`src/rtl/serial_subtractor.sv`:
```
// Bit-serial subtractor: diff = a - b - bin, LSB first, one bit per clock through a
// single full-subtractor cell and a borrow flip-flop, with a start/busy/done handshake.
module serial_subtractor #(
    parameter int unsigned WIDTH = 8
) (
    input  logic             clk,
    input  logic             rst,
    input  logic             start,
    input  logic [WIDTH-1:0] a,
    input  logic [WIDTH-1:0] b,
    input  logic             bin,
    output logic             busy,
    output logic             done,
    output logic [WIDTH-1:0] diff,
    output logic             bout,
    output logic             ovf
);

    localparam int unsigned CW = (WIDTH > 2) ? $clog2(WIDTH) : 1;
    localparam logic [CW-1:0] LAST = CW'(WIDTH - 1);

    typedef enum logic [1:0] {StIdle, StRun, StDone} state_e;

    state_e           state_q, state_d;
    logic [WIDTH-1:0] a_sr_q, a_sr_d;
    logic [WIDTH-1:0] b_sr_q, b_sr_d;
    logic [WIDTH-2:0] res_q, res_d;
    logic             borrow_q, borrow_d;
    logic [CW-1:0]    cnt_q, cnt_d;
    logic [WIDTH-1:0] diff_q, diff_d;
    logic             bout_q, bout_d;
    logic             ovf_q, ovf_d;

    logic             d_bit;
    logic             borrow_nxt;
    logic [WIDTH-1:0] res_shift;

    // Full-subtractor cell on the current LSBs.
    assign d_bit      = a_sr_q[0] ^ b_sr_q[0] ^ borrow_q;
    assign borrow_nxt = (~a_sr_q[0] & b_sr_q[0]) | (~(a_sr_q[0] ^ b_sr_q[0]) & borrow_q);
    assign res_shift  = {d_bit, res_q};

    always_comb begin
        state_d  = state_q;
        a_sr_d   = a_sr_q;
        b_sr_d   = b_sr_q;
        res_d    = res_q;
        borrow_d = borrow_q;
        cnt_d    = cnt_q;
        diff_d   = diff_q;
        bout_d   = bout_q;
        ovf_d    = ovf_q;

        unique case (state_q)
            StIdle: begin
                state_d = StIdle;
            end
            StRun: begin
                a_sr_d   = a_sr_q >> 1;
                b_sr_d   = b_sr_q >> 1;
                res_d    = res_shift[WIDTH-1:1];
                borrow_d = borrow_nxt;
                cnt_d    = cnt_q + 1'b1;
                if (cnt_q == LAST) begin
                    diff_d  = res_shift;
                    bout_d  = borrow_nxt;
                    ovf_d   = borrow_q ^ borrow_nxt;
                    state_d = StDone;
                end
            end
            StDone: begin
                state_d = StIdle;
            end
            default: begin
                state_d = StIdle;
            end
        endcase

        // Accept a start from IDLE or on the DONE exit edge; ignored while running.
        if (start && (state_q != StRun)) begin
            a_sr_d   = a;
            b_sr_d   = b;
            borrow_d = bin;
            cnt_d    = '0;
            state_d  = StRun;
        end
    end

    always_ff @(posedge clk) begin
        if (rst) begin
            state_q  <= StIdle;
            a_sr_q   <= '0;
            b_sr_q   <= '0;
            res_q    <= '0;
            borrow_q <= 1'b0;
            cnt_q    <= '0;
            diff_q   <= '0;
            bout_q   <= 1'b0;
            ovf_q    <= 1'b0;
        end else begin
            state_q  <= state_d;
            a_sr_q   <= a_sr_d;
            b_sr_q   <= b_sr_d;
            res_q    <= res_d;
            borrow_q <= borrow_d;
            cnt_q    <= cnt_d;
            diff_q   <= diff_d;
            bout_q   <= bout_d;
            ovf_q    <= ovf_d;
        end
    end

    assign busy = (state_q == StRun);
    assign done = (state_q == StDone);
    assign diff = diff_q;
    assign bout = bout_q;
    assign ovf  = ovf_q;

endmodule

```
`config.mk`:
```
export PLATFORM = sky130hd
export DESIGN_NAME = serial_subtractor
export DESIGN_NICKNAME = d
export VERILOG_FILES = /design/src/rtl/serial_subtractor.sv
export SDC_FILE = /design/constraint.sdc
export NUM_CORES = 1
export LEC_CHECK = 0
export ABC_CLOCK_PERIOD_IN_PS = 4100
export CORE_MARGIN = 1.5
export CORE_UTILIZATION = 45
export CTS_CLUSTER_SIZE = 14
export DETAILED_ROUTE_END_ITERATION = 16
export GPL_TIMING_DRIVEN = 0
export PLACE_DENSITY = 0.73
export SETUP_SLACK_MARGIN = 0.02
export SLEW_MARGIN = 10
export SYNTH_ARGS = -nofsm -noshare
export SYNTH_HDL_FRONTEND = slang
export SYNTH_SLANG_ARGS = --single-unit
```
`constraint.sdc`:
```
create_clock -name clk -period 4.1 [get_ports clk]
set_input_delay 0.41 -clock clk [delete_from_list [all_inputs] [get_ports clk]]
set_output_delay 0.41 -clock clk [all_outputs]
set_load 0.05 [all_outputs]
```
Word-level counts from Yosys, hierarchy flattened. Cells that the tools add are included.

Bits in registers: 39. Latch bits: 0. Memory bits (writable): 0. Bits in read-only memories: 0. Input port bits: 20. Output and inout bits: 12. Logic and storage cells: 39. Memories kept: 0.

Add/subtract/negate cells: 1. $mul: 0. Div/mod/pow operators: 0. $lt $le $gt $ge: 0. Eq/ne operators: 5. Shifts and indexed selects: 0. Mux-type cells: 9. Bitwise logic cells: 9. Reductions and logical operators: 5.

Operator list (count): $mux W8 (4); $mux W1 (5); $add A3 B1 Y3 const B (1); $eq A3 B3 Y1 const B (1); $ne A3 B1 Y1 const B (1); $not A1 Y1 (3); $reduce_or A3 Y1 (1); $xor A1 B1 Y1 (3); $and A1 B1 Y1 (2); $eq A2 B1 Y1 const B (1); $eq A2 B2 Y1 const B (1); $ne A2 B1 Y1 const B (1); $reduce_and A2 Y1 (1); $reduce_bool A2 Y1 (1); $reduce_or A2 Y1 (1); $logic_and A1 B1 Y1 (1); $or A1 B1 Y1 (1).

Logic depth before layout (Yosys ltp). Gate-level depths: netlist of run 1.

Depth in word-level cells: 6. Gate-level depth with buffers: 6. Depth with buffers taken out: 5.

Worst setup path after synthesis of run 1. OpenSTA, ideal clock, no wires.

Path type: register to output. From: register state_q[1]. To: output port done. Data arrival time: 1037 ps. Required time: 3690 ps. Setup slack: 2653 ps. Cell stages (with the launch flop): 2. Buffers on the path: 0. Cell sequence: dfxtp_1 nor2b_1.

Cells in the longest elaborated chain, start to end: 1.

Ends and longest elaborated chain: from (decl) (RTL line 24) `state_e state_q, state_d;`; from (signal assigned) (RTL line 91) `state_q <= StIdle;`; from (signal assigned) (RTL line 101) `state_q <= state_d;`; $eq A2 B2 Y1 (RTL line 114) `assign done = (state_q == StDone);`; to (decl) (RTL line 13) `output logic done,`.

No other way between the ends.

Worst setup path in the final report of run 1.
From: register state_q[1]. To: output port busy.

Cells in the longest elaborated chain, start to end: 1.

Ends and longest elaborated chain: $eq A2 B1 Y1 (RTL line 113) `assign busy = (state_q == StRun);`; to (decl) (RTL line 12) `output logic busy,`.

No other way between the ends.

==> results.cfg, run 1 <==
[run_status]
status = finished clean

[pwr]
p_leak_nw = 0.772
power.density_nw_per_um2 = 349
p_total_mw = 0.702
peakVddDrop_uv = 210

[global_routing]
grt_pass1_vias = 1193
grtUsageTotal_pct = 18.3
grt_max_degree = 13
antenna_found_initial = 0
grt_remaining_overflow = 0
grt_pass1_wl_mm = 5.60

[yosys]
synth.most_common_cell = dfxtp_1
yosys_register_bits = 39
async_flop_share_pct = 0
syn_nets = 198
synth_cell_type_count = 23
synth_area_leaders = dfxtp_1 49%, mux2i_1 10%, nand2_1 8.5%
syn_area_per_cell_sq_um = 9.13
yosys_warnings = 0
synth_top_area_share_pct = 48.9
synth_edf_count = 0
synth_flop_cell = dfxtp_1
ys_seq_area_share_pct = 48.9
synthCells = 175
netlist_top_cells_count = 39 x dfxtp_1, 36 x nand2_1, 20 x a21oi_1
netlist_area_sq_um = 1600
yosysTopAreaCell = dfxtp_1

[worst_setup_path]
slowest_delay_ns = 0.81
crit_path_max_fanout = 10
path_cells = nand2b_1 > buf_6 > inv_2 > buf_4 > clkdlybuf4s50_1
path_class = flip-flop to primary output
rrSetupSlack_ns = 2.69
worstPathRequired_ns = 3.69
rr_worst_depth = 5
startpoint_type = flip-flop
r2r-start = cnt_q[0]
critPathCaptureType = primary output
rr_endpoint = diff[6]
cp.arrival_ns = 2.10
cp_slowest_cell = clkdlybuf4s50_1

[clocking]
h-tree-depth = 2
clockRootBuffer = clkbuf_4
cts_buffers = 5
cts_resized = 0
cts.sinks = 39
cts_tree = built
ctsHoldBuffers = 0
cts_buffer_depth = 2
clkTransAtPathRegs_ns = 0.12
clock_latency_ns = 0.35
cts_post_setup_buffers_inserted = 0

[floorplanning]
start_util_pct = 47.5
rows = 21
dieArea_sq_um = 3920
core_sq_um = 3360
dieWidth_um = 62.6
ios = 32
chipHeight_um = 62.6

[layout]
layout-drive-gt1-share_pct = 8.92
register_area_sq_um = 781
multi_input_area_sq_um = 718
fin_nets = 235
n_antenna_cell = 0
syn_to_final_growth_pct = 25.8
nFillCells = 315

[timing]
slew_headroom_pct = 66.5
worst_slack_ns = 1.59
fin_crit_sh_pct = 61.2
whs_ns = 0.349
rsz0062_at_grt = no
hold_viol = 0
worst_pin_slew_ns = 0.501
fmax_mhz = 398
drv_slew = 0
finClkSkew_ns = 0.0183
min_period_ns = 2.51
fin_tns_setup_ns = 0
setup_viol_count_final = 0

[routing]
dr.pass1.iters = 4
drt-vias-per-instance = 5.01
ant_nets = 0
route.detailed.drc = 0
initialDrtViolationCount = 59
wl_per_cell_um = 12.3
num_vias = 1298
totalWireLength_mm = 3.19

[placed_design]
dp_worst_setup_slack_ns = 2.00
portBuffers = 30
place_congestion = 0.772
dp.final_hpwl_mm = 2.29

[min_path]
hold_path.class = input pin to flip-flop
min_to = borrow_q
hp-start = rst
hold_depth = 2

[flow_run]
max-cap-violations = 0
## critical path: cells and delay by family, from the launching register on
family	cells	cell delay, ns
and+or+nand+nor	1	0.16
buffers and inverters	4	1.24
DFF	1	0.35
## worst max path at each step
| stage | start | end | slack, ns | depth (start not counted) |
|---|---|---|---|---|
| after floorplan | state_q[1] | done | 2.65 | 1 |
| after global placement | state_q[1] | busy | 1.99 | 5 |
| after detailed placement | state_q[1] | busy | 2.00 | 5 |
| after CTS | state_q[1] | busy | 1.58 | 5 |
| after global routing | state_q[1] | busy | 1.51 | 5 |
| final | state_q[1] | busy | 1.59 | 5 |
## metrics by stage
step | util [%] | instances | area, sq um
final | 59.7 | 259 | 2010
after global routing | 59.7 | 259 | 2010
after CTS | 59.7 | 259 | 2010
after detailed placement | 58.1 | 251 | 1960
after global placement | 58.1 | 251 | 1960
after floorplan | - | 175 | 1600
## state kept, by name, summed over array words and instances (netlist names)
register  count
res_q         7
borrow_q      1
b_sr_q        8
a_sr_q        8
cnt_q         3
diff          8
state_q       2
ovf           1
bout          1
## cell families (layout without fill, tap and decap cells)
kind of cell | after synthesis | in the layout | share of synthesized area (%)
mux | 16 | 16 | 10.0
buf+inv | 16 | 54 | 6.19
flops | 39 | 39 | 48.9
compound gates | 37 | 37 | 14.7
fa+ha+maj | 3 | 3 | 2.82
simple gates | 63 | 63 | 16.8
xor+xnor | 1 | 1 | 0.548
## cell usage in the layout, fill, tap and decap left out, drive strengths merged, types with 3 or more instances in the layout
cell type	netlist	layout
nand2b	3	3
dfxtp	39	39
buf	11	11
nand3b	4	4
a211oi	15	15
clkdlybuf4s50	0	30
clkbuf	2	8
inv	3	3
nand2	36	36
mux2i	16	16
nor2	16	16
a21oi	20	20
## power breakdown
group	switching [mW]	internal, mW	leakage [nW]	total, mW
combinational	0.0499	0.0506	0.425	0.100
sequential	0.0110	0.398	0.319	0.408
clock	0.126	0.0662	0.0282	0.193
## cell type report
class	instances	area share [%]
buffer	13	4.36
clock buffer	6	2.05
clock inverter	2	0.623
inverter	3	0.560
multi-input combinational	120	35.7
sequential	39	38.9
tap	46	2.86
timing repair buffer	30	14.9
## layer usage
layer | wire [um] | vias up | global-route usage (%)
met5 | 0 | - | 0
met4 | 51 | 0 | 7.50
met3 | 117 | 4 | 4.86
met2 | 1550 | 26 | 30.1
met1 | 1470 | 602 | 22.7
li1 | - | 666 | -
Note: power is estimated with default switching activity, not from simulation.
==> run 2, diff against run 1 <==
--- a/config.mk
+++ b/config.mk
@@ -5,13 +5,13 @@
 export SDC_FILE = /design/constraint.sdc
 export NUM_CORES = 1
 export LEC_CHECK = 0
-export ABC_CLOCK_PERIOD_IN_PS = 4100
+export ABC_CLOCK_PERIOD_IN_PS = 2200
 export CORE_MARGIN = 1.5
 export CORE_UTILIZATION = 45
 export CTS_CLUSTER_SIZE = 14
 export DETAILED_ROUTE_END_ITERATION = 16
 export GPL_TIMING_DRIVEN = 0
-export PLACE_DENSITY = 0.73
+export PLACE_DENSITY = 0.76
 export SETUP_SLACK_MARGIN = 0.02
 export SLEW_MARGIN = 10
 export SYNTH_ARGS = -nofsm -noshare
==> constraint.sdc (replaced) <==
create_clock -name clk -period 2.2 [get_ports clk]
set_input_delay 0.22 -clock clk [delete_from_list [all_inputs] [get_ports clk]]
set_output_delay 0.22 -clock clk [all_outputs]
set_load 0.05 [all_outputs]
==> results.cfg, run 2 (synthesized netlist as in run 1, its figures left out) <==
[timing]
fin_crit_sh_pct = 92.1
fmax_mhz = 493
slew_headroom_pct = 67.1
hold_viol = 0
min_period_ns = 2.03
worst_pin_slew_ns = 0.493
setup_viol_count_final = 0
whs_ns = 0.185
rsz0062_at_grt = no
finClkSkew_ns = 0.0126
drv_slew = 0
fin_tns_setup_ns = 0

[routing]
wl_met2_mm = 1.54
ant_nets = 0
dr.pass1.iters = 4
totalWireLength_mm = 3.17
route.detailed.drc = 0
met3_length_um = 131
drt-vias-per-instance = 5.03
top_layer = met4
wl_per_cell_um = 12.3
num_vias = 1304
initialDrtViolationCount = 42
wl_met1_mm = 1.45

[worst_setup_path]
path_cells = nand2b_1 > buf_6 > inv_2 > buf_4 > dlygate4sd2_1
slowest_delay_ns = 0.55
cp_slowest_cell = dlygate4sd2_1
cp.arrival_ns = 1.81
crit_path_max_fanout = 10
path_delay_family = buffers and inverters
path_class = flip-flop to primary output
critPathCaptureType = primary output
path_buf_inv = 4
startpoint_type = flip-flop
worstPathRequired_ns = 1.98

[global_routing]
grt_remaining_overflow = 0
grt_max_degree = 13
antenna_found_initial = 0
grt_pass1_vias = 1301
grtUsageTotal_pct = 17.8
grt_pass1_wl_mm = 5.55

[layout]
n_antenna_cell = 0
syn_to_final_growth_pct = 27.7
nFillCells = 322
final_common_cell = dfxtp_1
final_cell_mix = 39 x dfxtp_1, 36 x nand2_1, 29 x clkdlybuf4s50_1
layout-drive-gt1-share_pct = 9.39
final_cell_area_sq_um = 2040
fin_nets = 235
final_cell_count_no_fill = 259

[clocking]
clock_latency_ns = 0.34
cts_buffers = 5
h-tree-depth = 2
cts_post_setup_buffers_inserted = 0
clockRootBuffer = clkbuf_4
cts_tree = built
cts.sinks = 39
cts_buffer_depth = 2
clkTransAtPathRegs_ns = 0.12

[placed_design]
dpl_cell_area_sq_um = 1960
dp.final_hpwl_mm = 2.31
dp.cells = 251
portBuffers = 30
place_congestion = 0.753

[floorplanning]
rows = 21
ios = 32
core_sq_um = 3360
start_util_pct = 47.5
chipHeight_um = 62.6
dieWidth_um = 62.6
dieArea_sq_um = 3920

[pwr]
seq_power_share_pct = 52.6
switchingPower_mw = 0.342
clock_power_share_pct = 34.5
p_comb_share_pct = 12.9
power.share.switching_pct = 23.7
p_int_mw = 1.10
p_total_mw = 1.45
peakVddDrop_uv = 403
power.density_nw_per_um2 = 708
p_leak_nw = 0.795

[run_status]
status = finished clean

[min_path]
hold_path.class = input pin to flip-flop

[flow_run]
max-cap-violations = 0
## run 2: path summary, 6_finish.rpt
| check | start | to | slack [ns] | depth (start not counted) |
|---|---|---|---|---|
| worst max-delay path | state_q[1] | busy | 0.17 | 5 |
| worst max register to register | cnt_q[0] | diff[1] | 0.81 | 5 |
| worst min register to register | diff[4] | diff[4] | 0.46 | 2 |
| worst min-delay path | rst | b_sr_q[4] | 0.19 | 2 |
## run 2: layout make-up
type	count	area (sq um)	area share, %
plain buffers	13	87.6	4.29
clock buffers	6	51.3	2.51
clock inverters	2	35.0	1.72
inverters	3	11.3	0.552
multi-input cells	120	718	35.2
flip-flops and latches	39	781	38.3
well taps	46	57.6	2.82
repair buffers	30	299	14.7
## run 2: layer usage
metal	global-route usage (%)	up-vias
li1	-	673
met1	20.1	602
met2	31.3	24
met3	4.14	5
met4	8.61	0
met5	0	-
## run 2: power groups by stage
stage / Sequential [mW] / Combinational, mW / Clock [mW]
final: 0.760 / 0.187 / 0.498
after global routing: 0.765 / 0.206 / 0.531
after CTS: 0.760 / 0.189 / 0.502
after detailed placement: 0.776 / 0.189 / 0
after global placement: 0.775 / 0.184 / 0
after floorplan: 0.771 / 0.127 / 0
## run 2: timing repair
action / 4_1_cts / 5_1_grt
hold buffers: 0 / 0
setup endpoints to repair: 1 / 0
hold endpoints to repair: 0 / 0
gates resized for setup: 1 / 0
## run 2: metrics by stage
stage          utilization, %  worst slack [ns]
2_1_floorplan               -             0.922
3_3_place_gp             58.1             0.280
3_5_place_dp             58.1             0.286
4_1_cts                  60.7             0.160
5_1_grt                  60.7            0.0968
6_report                 60.7             0.173
==> run 3, diff against run 2 <==
--- a/config.mk
+++ b/config.mk
@@ -5,12 +5,12 @@
 export SDC_FILE = /design/constraint.sdc
 export NUM_CORES = 1
 export LEC_CHECK = 0
-export ABC_CLOCK_PERIOD_IN_PS = 2200
 export CORE_MARGIN = 1.5
 export CORE_UTILIZATION = 45
 export CTS_CLUSTER_SIZE = 14
 export DETAILED_ROUTE_END_ITERATION = 16
 export GPL_TIMING_DRIVEN = 0
+export HOLD_SLACK_MARGIN = 0.03
 export PLACE_DENSITY = 0.76
 export SETUP_SLACK_MARGIN = 0.02
 export SLEW_MARGIN = 10
==> results of run 3 <==
The final DEF is identical to that of run 2; final timing and power are the same.
